`src/rtl/pe_feeder_pkg.sv`:
```
// Shared types and sizing helpers for the PE stream feeder.
// The optional replay behaviour is selected with the PE_FEEDER_REPLAY_EN macro.
package pe_feeder_pkg;

  typedef enum logic [1:0] {
    ST_IDLE   = 2'd0,
    ST_STREAM = 2'd1,
    ST_DRAIN  = 2'd2
  } state_t;

  localparam int DEPTH_DFLT = 4;
  localparam int LAT_DFLT   = 3;

  // Bits needed to index 0..n-1, never less than one.
  function automatic int cnt_w(input int n);
    return (n <= 1) ? 1 : $clog2(n);
  endfunction

endpackage

```
`src/rtl/pe_feeder_buf.sv`:
```
// Operand buffer: DEPTH entries of {x, w}, one write port, one asynchronous read port.
// Contents are not reset; only the fill count in the parent decides what is valid.
module pe_feeder_buf
  import pe_feeder_pkg::*;
#(
  parameter int DEPTH = DEPTH_DFLT,
  parameter int XW    = 8,
  parameter int WW    = 8,
  localparam int AW   = cnt_w(DEPTH)
) (
  input  logic          i_clk,
  input  logic          wr_en,
  input  logic [AW-1:0] wr_addr,
  input  logic [XW-1:0] wr_x,
  input  logic [WW-1:0] wr_w,
  input  logic [AW-1:0] rd_addr,
  output logic [XW-1:0] rd_x,
  output logic [WW-1:0] rd_w
);

  logic [XW+WW-1:0] mem [DEPTH];

  always_ff @(posedge i_clk) begin
    if (wr_en) mem[wr_addr] <= {wr_x, wr_w};
  end

  assign {rd_x, rd_w} = mem[rd_addr];

endmodule

```
`src/rtl/pe_stream_feeder.sv`:
```
// Streams a buffered (x, w) vector into a PE chain and captures the chain's final sum.
// With PE_FEEDER_REPLAY_EN defined the buffer stays full after a run so it can be replayed.
module pe_stream_feeder
  import pe_feeder_pkg::*;
#(
  parameter int XW    = 8,
  parameter int WW    = 8,
  parameter int BW1   = 16,
  parameter int BW2   = 17,
  parameter int DEPTH = DEPTH_DFLT,
  parameter int LAT   = LAT_DFLT
) (
  input  logic           i_clk,
  input  logic           i_rst,
  input  logic           i_ld_valid,
  output logic           o_ld_ready,
  input  logic [XW-1:0]  i_ld_x,
  input  logic [WW-1:0]  i_ld_w,
  input  logic           i_start,
  input  logic [BW1-1:0] i_psum_init,
  output logic [XW-1:0]  o_x,
  output logic [WW-1:0]  o_w,
  output logic [BW1-1:0] o_psum,
  output logic           o_valid,
  input  logic [BW2-1:0] i_pe_psum,
  output logic [BW2-1:0] o_result,
  output logic           o_result_valid,
  output logic           o_busy
);

  localparam int IW = cnt_w(DEPTH);
  localparam int CW = cnt_w(DEPTH + 1);
  localparam int DW = cnt_w(LAT);
  localparam logic [IW-1:0] LAST_IDX = IW'(DEPTH - 1);
  localparam logic [CW-1:0] FULL     = CW'(DEPTH);
  localparam logic [DW-1:0] DRN_LAST = DW'(LAT - 2);

  state_t        state;
  logic [CW-1:0] wr_cnt;
  logic [IW-1:0] rd_idx;
  logic [DW-1:0] drn_cnt;
  logic [IW-1:0] rd_addr;
  logic [XW-1:0] rd_x;
  logic [WW-1:0] rd_w;
  logic          ld_fire;
  logic          done;

  // Load port: a pair transfers on a rising edge where i_ld_valid and o_ld_ready
  // are both high; i_ld_x/i_ld_w must be stable while i_ld_valid is high.
  assign o_ld_ready = (state == ST_IDLE) && (wr_cnt < FULL);
  assign ld_fire    = i_ld_valid && o_ld_ready;

  pe_feeder_buf #(
    .DEPTH (DEPTH),
    .XW    (XW),
    .WW    (WW)
  ) u_buf (
    .i_clk   (i_clk),
    .wr_en   (ld_fire),
    .wr_addr (wr_cnt[IW-1:0]),
    .wr_x    (i_ld_x),
    .wr_w    (i_ld_w),
    .rd_addr (rd_addr),
    .rd_x    (rd_x),
    .rd_w    (rd_w)
  );

  // rd_idx is the pair currently on the outputs, so the read port looks one ahead.
  always_comb begin
    rd_addr = '0;
    if (state == ST_STREAM && rd_idx != LAST_IDX) rd_addr = rd_idx + 1'b1;
  end

  always_comb begin
    done = 1'b0;
    if (state == ST_STREAM && rd_idx == LAST_IDX && LAT == 1) done = 1'b1;
    if (state == ST_DRAIN && drn_cnt == DRN_LAST) done = 1'b1;
  end

  always_ff @(posedge i_clk or posedge i_rst) begin
    if (i_rst) begin
      state          <= ST_IDLE;
      wr_cnt         <= '0;
      rd_idx         <= '0;
      drn_cnt        <= '0;
      o_x            <= '0;
      o_w            <= '0;
      o_psum         <= '0;
      o_valid        <= 1'b0;
      o_result       <= '0;
      o_result_valid <= 1'b0;
      o_busy         <= 1'b0;
    end else begin
      o_result_valid <= 1'b0;
      case (state)
        ST_IDLE: begin
          if (ld_fire) wr_cnt <= wr_cnt + 1'b1;
          if (i_start && wr_cnt == FULL) begin
            state   <= ST_STREAM;
            rd_idx  <= '0;
            o_x     <= rd_x;
            o_w     <= rd_w;
            o_psum  <= i_psum_init;
            o_valid <= 1'b1;
            o_busy  <= 1'b1;
          end
        end
        ST_STREAM: begin
          if (rd_idx != LAST_IDX) begin
            rd_idx <= rd_idx + 1'b1;
            o_x    <= rd_x;
            o_w    <= rd_w;
            o_psum <= '0;
          end else begin
            o_x     <= '0;
            o_w     <= '0;
            o_psum  <= '0;
            o_valid <= 1'b0;
            drn_cnt <= '0;
            if (LAT > 1) state <= ST_DRAIN;
          end
        end
        ST_DRAIN: begin
          drn_cnt <= drn_cnt + 1'b1;
        end
        default: state <= ST_IDLE;
      endcase

      // The last operand has cleared the PE pipeline: its sum is on i_pe_psum now.
      if (done) begin
        state          <= ST_IDLE;
        o_result       <= i_pe_psum;
        o_result_valid <= 1'b1;
        o_busy         <= 1'b0;
`ifdef PE_FEEDER_REPLAY_EN
        wr_cnt         <= wr_cnt;
`else
        wr_cnt         <= '0;
`endif
      end
    end
  end

endmodule

```
`config.mk`:
```
export PLATFORM = sky130hd
export DESIGN_NAME = pe_stream_feeder
export DESIGN_NICKNAME = d
export VERILOG_FILES = /design/src/rtl/pe_feeder_pkg.sv /design/src/rtl/pe_feeder_buf.sv /design/src/rtl/pe_stream_feeder.sv
export SDC_FILE = /design/constraint.sdc
export NUM_CORES = 1
export LEC_CHECK = 0
export CAP_MARGIN = 0
export CORE_MARGIN = 2
export CORE_UTILIZATION = 54
export DETAILED_ROUTE_END_ITERATION = 10
export PLACE_DENSITY = 0.84
export SLEW_MARGIN = 20
export SYNTH_ARGS = -nofsm -noshare
export SYNTH_HDL_FRONTEND = slang
export SYNTH_HIERARCHICAL = 1
export SYNTH_SLANG_ARGS = --single-unit
```
`constraint.sdc`:
```
create_clock -name i_clk -period 6.9 [get_ports i_clk]
set_input_delay 1.38 -clock i_clk [delete_from_list [all_inputs] [get_ports i_clk]]
set_output_delay 1.38 -clock i_clk [all_outputs]
set_load 0.03 [all_outputs]
```
; After elaboration in Yosys (flattened, before gate mapping)
; Memories as Yosys holds them, arrays and structs flattened.
; Cells that the tools add are included.
[totals]
memories = 1
out_inout_bits = 53
ff_bits = 61
mem_bits_rw = 64
in_bits = 53
[classes]
eq_ne = 11
n_lt_le_gt_ge = 1
addsub = 3
n_reduce_logical = 18
n_mux = 30
[memory_table]
columns = memory, words, width, read_ports, rd_ports_with_merged_regs, wr, line_no
row1 = u_buf.mem, 4, 16, 1, 0, 1, pe_feeder_buf.sv:21  ; logic [XW+WW-1:0] mem [DEPTH];
[op_table]
columns = operator, n
row1 = two-way mux 8 bit, 4
row2 = case mux 16 bit (2 select lines), 1
row3 = case mux 8 bit (2 select lines), 2
row4 = two-way mux 16 bit, 1
row5 = two-way mux 2 bit, 7
row6 = nonzero test 2 bit, 5
row7 = two-way mux 3 bit, 3
row8 = AND reduction 3 bit, 3
row9 = two-way mux 1 bit, 8
row10 = case mux 2 bit (2 select lines), 2
row11 = AND reduction 2 bit, 4
row12 = "inequality test 2 bit, second input constant", 3
row13 = case mux 2 bit (3 select lines), 1
row14 = logical AND 1 bit, 5
row15 = "adder 2 x 1 -> 2 bit, second input constant", 2
row16 = "== test 2 x 1 -> 1 bit, second input constant", 2
row17 = "inequality test 2 x 1 -> 1 bit, second input constant", 2
row18 = "adder 3 x 1 -> 3 bit, second input constant", 1
row19 = "== test 3 bit, second input constant", 1
row20 = "less-than comparator 3 bit, second input constant", 1
row21 = "inequality test 3 x 2 -> 1 bit, second input constant", 1
row22 = "inequality test 3 bit, second input constant", 1
row23 = "== test 2 bit, second input constant", 1
row24 = zero test 2 bit, 1
row25 = case mux 1 bit (2 select lines), 1

; Depth between registers and ports, before layout
; Gate-level depths: netlist (run 1).
[logic_depth]
word_depth = 6
mapped_depth = 8
ltp_nobuf = 6

; Modules after synthesis
; The synthesis (run 1) kept the hierarchy.
[by_module_without_submodules]
columns = mod, area_per_inst_um2, instances, cells_each
row1 = pe_stream_feeder, 2459.9, 1, 175
row2 = pe_feeder_buf, 2377.3, 1, 88

; Worst setup path before layout (run 1)
; No wires, ideal clock.
[synth_path]
path_type = input port to flip-flop
start = in i_ld_valid
end = mem u_buf/mem[0][0] (netlist name), enable pin
path_buffers = 0
arrival_ns = 2.989
setup_time_ns = 0.413
setup_slack_ns = 3.499
path_stages = 2
cell_sequence = nor4b_4 nor3b_1
[synth_between]
elab_chain_cells = 3
[synth_lines]
columns = element, line_no
row1 = from (decl), pe_stream_feeder.sv:15  ; input logic i_ld_valid,
row2 = logical AND 1 bit, pe_stream_feeder.sv:51  ; assign ld_fire = i_ld_valid && o_ld_ready;
row3 = two-way mux 1 bit, pe_feeder_buf.sv:24  ; if (wr_en) mem[wr_addr] <= {wr_x, wr_w};
row4 = two-way mux 1 bit (implied by the code), pe_feeder_buf.sv:24
row5 = to (decl), pe_feeder_buf.sv:21
; No other way between the ends.

; Worst setup path in the final report (run 1)
[layout_path]
start = reg state[1]
end = out o_ld_ready
[layout_between]
elab_chain_cells = 2
[layout_lines]
columns = element, line_no
row1 = from (decl), pe_stream_feeder.sv:38  ; state_t state;
row2 = from (signal assigned), pe_stream_feeder.sv:82  ; state <= ST_IDLE;
row3 = from (signal assigned), pe_stream_feeder.sv:99  ; state <= ST_STREAM;
row4 = from (signal assigned), pe_stream_feeder.sv:120  ; if (LAT > 1) state <= ST_DRAIN;
row5 = zero test 2 bit, pe_stream_feeder.sv:50  ; assign o_ld_ready = (state == ST_IDLE) && (wr_cnt < FULL);
row6 = logical AND 1 bit, pe_stream_feeder.sv:50
row7 = to (decl), pe_stream_feeder.sv:16  ; output logic o_ld_ready,
; No other way between the ends.

==> qor.log, run 1 <==
[cells_and_area] final antenna diode count 0
[clock_network] setup repair bufs after CTS 0
[placed_design] Cell Area, Placed 5950 sq um
[clock_network] TritonCTS buffer count 17
[placed_design] Routability Congestion 0.707
[global_routing] number of antenna violations at the first check in global routing 0
[floorplanning] I/O Pins 106
[global_routing] first-pass GRT wire length 15.2 mm
[routing] per-cell routed wire length 19.0 um
[synthesis] primary flip-flop cell chosen by synthesis mapping edfxtp_1
[outcome] run status completed
[timing] Final Cycle Share 49.4%
[run] max-capacitance violation count 0
[timing] max-slew violations 0
[routing] first drt pass iteration count 4
[floorplanning] Initial Util 55.5%
[synthesis] syn avg cell area 18.4 sq um
[synthesis] Synth warnings 6
[power_and_ir_drop] Sw Pwr 0.00108 W
[power_and_ir_drop] Final Total Pwr 0.00318 W
[global_routing] number of global-route vias before repair 2889
[clock_network] clock root buffer clkbuf_8
[timing] top achievable clock speed 293 MHz
[global_routing] global-route usage over all layers 20.6%
[clock_network] count of clock tree sinks 125
[synthesis] proportion of synthesized flip-flops having asynchronous set or reset 48.8%
[timing] hold violation count in the final report 0
[clock_network] post-cts sizing count 0
[power_and_ir_drop] power density over cell area 485 nW/um^2
[routing] number of remaining DRC errors 0
[timing] Max-slew headroom 27.9%
[synthesis] syn nets 320
[routing] number of violations reported at the end of detailed-routing iteration 0 117
[cells_and_area] final design area excluding fillers 6560 sq um
[clock_network] number of buffers inserted by hold repair at cts 0
[setup_path] crit path DAT 2.03 ns
[synthesis] netlist area before placement 4840 sq um
[global_routing] largest net degree at the start of global routing 62
[routing] post-detailed-route via-to-cell ratio 5.64
[cells_and_area] Finished Layout Cells 500
[floorplanning] placeable core region 8720 sq um
[synthesis] sequential element share of the synthesized area 71.3%
[power_and_ir_drop] switching share of power 34.1%
[cells_and_area] net count reported at finish 436
[power_and_ir_drop] portion of total power attributed to combinational logic 36.5%
[cells_and_area] area growth from synthesis to layout 35.7%
[floorplanning] height of the die 98.6 um
[clock_network] CTS clock-pin slew for the worst setup and hold paths 0.06 ns
[floorplanning] num rows 34
[routing] count of antenna-violating nets left after detailed routing 0
[synthesis] number of enable-type register cells in the synthesized netlist 64
[power_and_ir_drop] worst ir drop on vdd 277 uV
[cells_and_area] most used cells in the layout excluding fill and tap cells clkdlybuf4s50_1 (105), edfxtp_1 (64), dfrtp_1 (61)
[clock_network] H-Tree Level Count 4
[timing] time the worst path needs with I/O delays and setup 3.41 ns
[synthesis] distinct cell type count of the synthesized netlist 39
[global_routing] aggregate global routing overflow 0
[cells_and_area] share of cells above drive strength 1 13.8%
[worst_hold_path] worst hold-check path type reg2reg
[power_and_ir_drop] Internal Pwr Total 0.00210 W
[setup_path] highest fanout seen on the critical path 16
[setup_path] category of the critical setup timing path reg2out
[setup_path] crit start category flip-flop
[timing] setup violators final 0
[synthesis] synthesized netlist cell count 263
[clock_network] Max clock buf depth 2
[placed_design] Placed Instances 468
[setup_path] endpoint kind of the worst setup timing path primary output
[power_and_ir_drop] Static Leakage 2.53 nW
[clock_network] source-to-sink clock delay at the later pin of the worst-skew pair 0.51 ns
[placed_design] count of input and output buffers 105
[routing] final routed wirelength across all metal layers 9.49 mm
[synthesis] dominant cells by area after synthesis edfxtp_1 (40%), dfrtp_1 (32%), a22o_1 (5.4%), mux4_2 (4.7%), mux2_1 (4.0%)
[cells_and_area] most common cell after layout, fill and taps aside clkdlybuf4s50_1
[timing] Final TNS setup 0 ns
[timing] RSZ-0062 raised after global routing false
[timing] Setup Skew 0.00640 ns
[setup_path] required time of the worst setup path 5.52 ns
[synthesis] top cell type by total area after synthesis edfxtp_1
[floorplanning] area enclosed by the die boundary 9730 sq um
[timing] actual transition at the worst max-transition pin 1.08 ns
[synthesis] Yosys reg bits 125
[routing] DR vias 2819
[floorplanning] Die W 98.6 um
[clock_network] clock tree from TritonCTS built
[power_and_ir_drop] Reg power frac 35.1%
[placed_design] HPWL after detailed placement 5.96 mm
[power_and_ir_drop] clock network power share 28.4%
[synthesis] portion of synthesized cell area occupied by the leading cell type 39.7%
==> cell families after synthesis <==
kind of cell / count (synthesis) / share of synthesized area (%)
simple gates: 26 / 3.73
compound gates: 51 / 8.54
flops: 125 / 71.3
mux: 34 / 12.1
fa+ha+maj: 4 / 1.03
xor+xnor: 1 / 0.181
buf+inv: 22 / 3.16
==> synth_stat cells (2+ instances only) <==
master and number:
a21oi_1 4, and3b_1 2, a22oi_1 6, buf_4 3, buf_2 4, nor3_1 2
nor3b_1 2, inv_1 9, mux4_1 6, ha_1 4, buf_6 5, nand2b_1 3
mux2_1 17, edfxtp_1 64, a22o_1 30, o21ai_0 4, mux4_2 10, dfrtp_1 61
nor2_1 7
==> registers in the layout, summed over array words and instances, names as in the netlist <==
name / cells
o_result_valid: 1
o_valid: 1
rd_idx: 2
o_x: 8
o_w: 8
wr_cnt: 3
o_result: 17
state: 2
u_buf/mem: 64
o_psum: 16
o_busy: 1
drn_cnt: 2
==> final timing paths <==
path                                  start  cells after the start  slack (ns)     endpoint
max in group asynchronous             i_rst                      3        4.97  o_result[9]
worst max-delay path               state[1]                      2        3.49   o_ld_ready
min in group asynchronous             i_rst                      3        1.43    o_psum[7]
worst min register to register  o_result[5]                      1        0.48  o_result[5]
worst min-delay path            o_result[5]                      1        0.48  o_result[5]
worst max register to register     state[1]                      6        4.55       o_x[6]
==> power by group through the flow <==
stage          Clock (W)  Sequential [W]  Combinational, W
2_1_floorplan          0         0.00136          0.000521
3_3_place_gp           0         0.00112           0.00114
3_5_place_dp           0         0.00113           0.00116
4_1_cts         0.000915         0.00112           0.00117
5_1_grt         0.000946         0.00114           0.00123
6_report        0.000905         0.00112           0.00116
==> routing by layer <==
metal  wire length (um)  GRT usage, %  vias to the layer above  part of all wire [%]
met2               4610          32.7                      122                    49
met1               4060          27.3                     1411                    43
met5                  0             0                        -                     0
met4                181          8.54                        0                   1.9
li1                   -             -                     1269                     -
met3                641          5.89                       17                   6.8
==> final cells by class <==
cell class | count | area (sq um)
fill | 528 | 2160
sequential | 125 | 3450
inverter | 9 | 33.8
clock buffer | 18 | 418
timing repair buffer | 110 | 1090
tap | 108 | 135
clock inverter | 14 | 193
multi-input combinational | 116 | 1250
==> worst max-delay path, stage by stage (launching register included) <==
cell and delay (ns):
dfrtp_1 0.60, nor3_1 0.22, clkdlybuf4s50_1 0.70
==> per-stage QoR <==
step                hold slack, ns  util, %  setup WS (ns)
detailed placement           0.475     68.2           3.51
CTS                          0.488     75.3           3.48
global route                 0.510     75.3           3.41
floorplan                    0.477        -           3.50
finish                       0.482     75.3           3.49
global placement             0.466     68.2           3.52
(Power assumes the default switching activity.)
==> run 2: changes to the inputs <==
--- a/config.mk
+++ b/config.mk
@@ -7,9 +7,9 @@
 export LEC_CHECK = 0
 export CAP_MARGIN = 0
 export CORE_MARGIN = 2
-export CORE_UTILIZATION = 54
+export CORE_UTILIZATION = 50
 export DETAILED_ROUTE_END_ITERATION = 10
-export PLACE_DENSITY = 0.84
+export PLACE_DENSITY = 0.79
 export SLEW_MARGIN = 20
 export SYNTH_ARGS = -nofsm -noshare
 export SYNTH_HDL_FRONTEND = slang
==> constraint.sdc (replaced) <==
create_clock -name i_clk -period 3.4 [get_ports i_clk]
set_input_delay 0.68 -clock i_clk [delete_from_list [all_inputs] [get_ports i_clk]]
set_output_delay 0.68 -clock i_clk [all_outputs]
set_load 0.03 [all_outputs]
==> qor.log, run 2 (synthesized netlist as in run 1, its figures left out) <==
[outcome] run status completed
[routing] first drt pass iteration count 4 [unchanged]
[global_routing] number of global-route vias before repair 3041 [+5.3%]
[setup_path] endpoint kind of the worst setup timing path primary output
[cells_and_area] share of cells above drive strength 1 15.6% [+1.8 points]
[floorplanning] I/O Pins 106 [unchanged]
[clock_network] clock root buffer clkbuf_8
[cells_and_area] biggest registers after layout u_buf/mem x64, o_result x17, o_psum x16
[clock_network] post-cts sizing count 0 [unchanged]
[routing] post-detailed-route via-to-cell ratio 5.35 [-5.1%]
[clock_network] Max clock buf depth 2 [unchanged]
[cells_and_area] Finished Layout Cells 526 [+5.2%]
[floorplanning] num rows 35 [+2.9%]
[timing] RSZ-0062 raised after global routing false
[cells_and_area] area growth from synthesis to layout 37.0%
[timing] Max-slew headroom 46.7% [+19 points]
[placed_design] count of input and output buffers 105 [unchanged]
[global_routing] number of antenna violations at the first check in global routing 0 [unchanged]
[floorplanning] height of the die 102 um [+3.8%]
[clock_network] setup repair bufs after CTS 0 [unchanged]
[floorplanning] placeable core region 9330 sq um [+7.0%]
[worst_hold_path] worst hold-check path type reg2reg
[routing] per-cell routed wire length 18.2 um [-4.3%]
[routing] number of remaining DRC errors 0 [unchanged]
[cells_and_area] final antenna diode count 0 [unchanged]
[setup_path] required time of the worst setup path 2.72 ns [-2.80 ns]
[routing] number of violations reported at the end of detailed-routing iteration 0 98 [-16%]
[clock_network] clock tree from TritonCTS built
[placed_design] HPWL after detailed placement 6.09 mm [+2.1%]
[clock_network] CTS clock-pin slew for the worst setup and hold paths 0.06 ns [about the same]
[cells_and_area] share of the core filled with cells in the final layout 71.0% [-4.2 points]
[timing] setup violators final 0 [unchanged]
[floorplanning] area enclosed by the die boundary 10500 sq um [+7.7%]
[timing] hold violation count in the final report 0 [unchanged]
[cells_and_area] most common cell after layout, fill and taps aside clkdlybuf4s50_1
[clock_network] TritonCTS buffer count 17 [unchanged]
[run] max-capacitance violation count 0 [unchanged]
[cells_and_area] net count reported at finish 441 [+1.1%]
[floorplanning] Initial Util 51.9% [-3.6 points]
[setup_path] crit start category flip-flop
[timing] time the worst path needs with I/O delays and setup 2.73 ns
[routing] final routed wirelength across all metal layers 9.56 mm [+0.71%]
[clock_network] H-Tree Level Count 4 [unchanged]
[timing] Final Cycle Share 80.3%
[routing] DR vias 2815 [-0.14%]
[timing] max-slew violations 0 [unchanged]
[clock_network] number of buffers inserted by hold repair at cts 0 [unchanged]
[timing] actual transition at the worst max-transition pin 0.796 ns [-0.279 ns]
[placed_design] Placed Instances 494 [+5.6%]
[setup_path] highest fanout seen on the critical path 16 [unchanged]
[global_routing] global-route usage over all layers 19.8% [-0.81 points]
[timing] Final TNS setup 0 ns [unchanged]
[global_routing] first-pass GRT wire length 15.2 mm [about the same]
[routing] count of antenna-violating nets left after detailed routing 0 [unchanged]
[cells_and_area] max FFs per register 64 [unchanged]
[timing] top achievable clock speed 366 MHz
[timing] Setup Skew 0.00449 ns [-0.00190 ns]
[cells_and_area] most used cells in the layout excluding fill and tap cells clkdlybuf4s50_1 (105), edfxtp_1 (64), dfrtp_1 (61)
[power_and_ir_drop] Static Leakage 2.57 nW [+1.6%]
[global_routing] largest net degree at the start of global routing 39 [-37%]
[global_routing] aggregate global routing overflow 0 [unchanged]
[power_and_ir_drop] worst ir drop on vdd 450 uV [+62%]
[setup_path] crit path DAT 2.05 ns [+0.02 ns]
[clock_network] count of clock tree sinks 125 [unchanged]
[floorplanning] Die W 102 um [+3.8%]
[placed_design] Routability Congestion 0.780 [+10%]
[power_and_ir_drop] power density over cell area 973 nW/um^2 [+100%]
[setup_path] category of the critical setup timing path reg2out
[cells_and_area] register with the highest flop count u_buf/mem
[clock_network] source-to-sink clock delay at the later pin of the worst-skew pair 0.51 ns [about the same]
run 2: cell count changes in the layout (fill, tap and decap cells not counted):
cell,before,now
buf_4,5,10
clkinvlp_4,4,1
inv_6,2,5
clkinv_1,2,0
clkinv_4,2,4
bufinv_16,4,3
clkbuf_1,1,0
clkbuf_8,1,2
clkinv_2,0,1
run 2: report_power, final:
part           internal [W]  switching, W  total [W]
registers           0.00200      0.000275    0.00227
clock network       0.00115      0.000665    0.00181
logic               0.00108       0.00128    0.00236
total               0.00423       0.00222    0.00645
run 2: cell type report:
type / instances / area, sq um
sequential: 125 / 3450
tap: 129 / 161
timing repair buffer: 115 / 1130
multi-input combinational: 116 / 1250
inverter: 9 / 33.8
fill: 623 / 2700
clock inverter: 14 / 181
clock buffer: 18 / 428
run 2: worst paths after layout:
check                                  start            to  slack [ns]  depth (start not counted)
worst max-delay path                state[1]    o_ld_ready        0.67                          2
worst min-delay path            o_result[12]  o_result[12]        0.48                          1
worst min register to register  o_result[12]  o_result[12]        0.48                          1
max in group asynchronous              i_rst        o_w[4]        2.44                          3
min in group asynchronous              i_rst    o_psum[11]        0.55                          3
worst max register to register      state[1]        o_x[7]        1.06                          6
run 2: through the flow:
step	hold WS (ns)	power, W	setup WS (ns)	instance area (sq um)
2_1_floorplan	0.477	0.00381	0.699	4840
3_3_place_gp	0.467	0.00460	1.04	6020
3_5_place_dp	0.479	0.00467	0.971	6020
4_1_cts	0.492	0.00651	0.651	6630
5_1_grt	0.501	0.00677	0.609	6630
6_report	0.484	0.00645	0.669	6630
run 2: critical path: stages (launching register included):
cell and delay (ns):
dfrtp_1 0.59, nor3_1 0.23, clkdlybuf4s50_1 0.72
run 2: layer usage:
metal  GRT usage (%)  vias up  wire, um
met3            6.57       11       553
li1                -     1281         -
met4            7.79        0       100
met1            24.3     1423      4170
met5               0        -         0
met2            32.9      100      4740
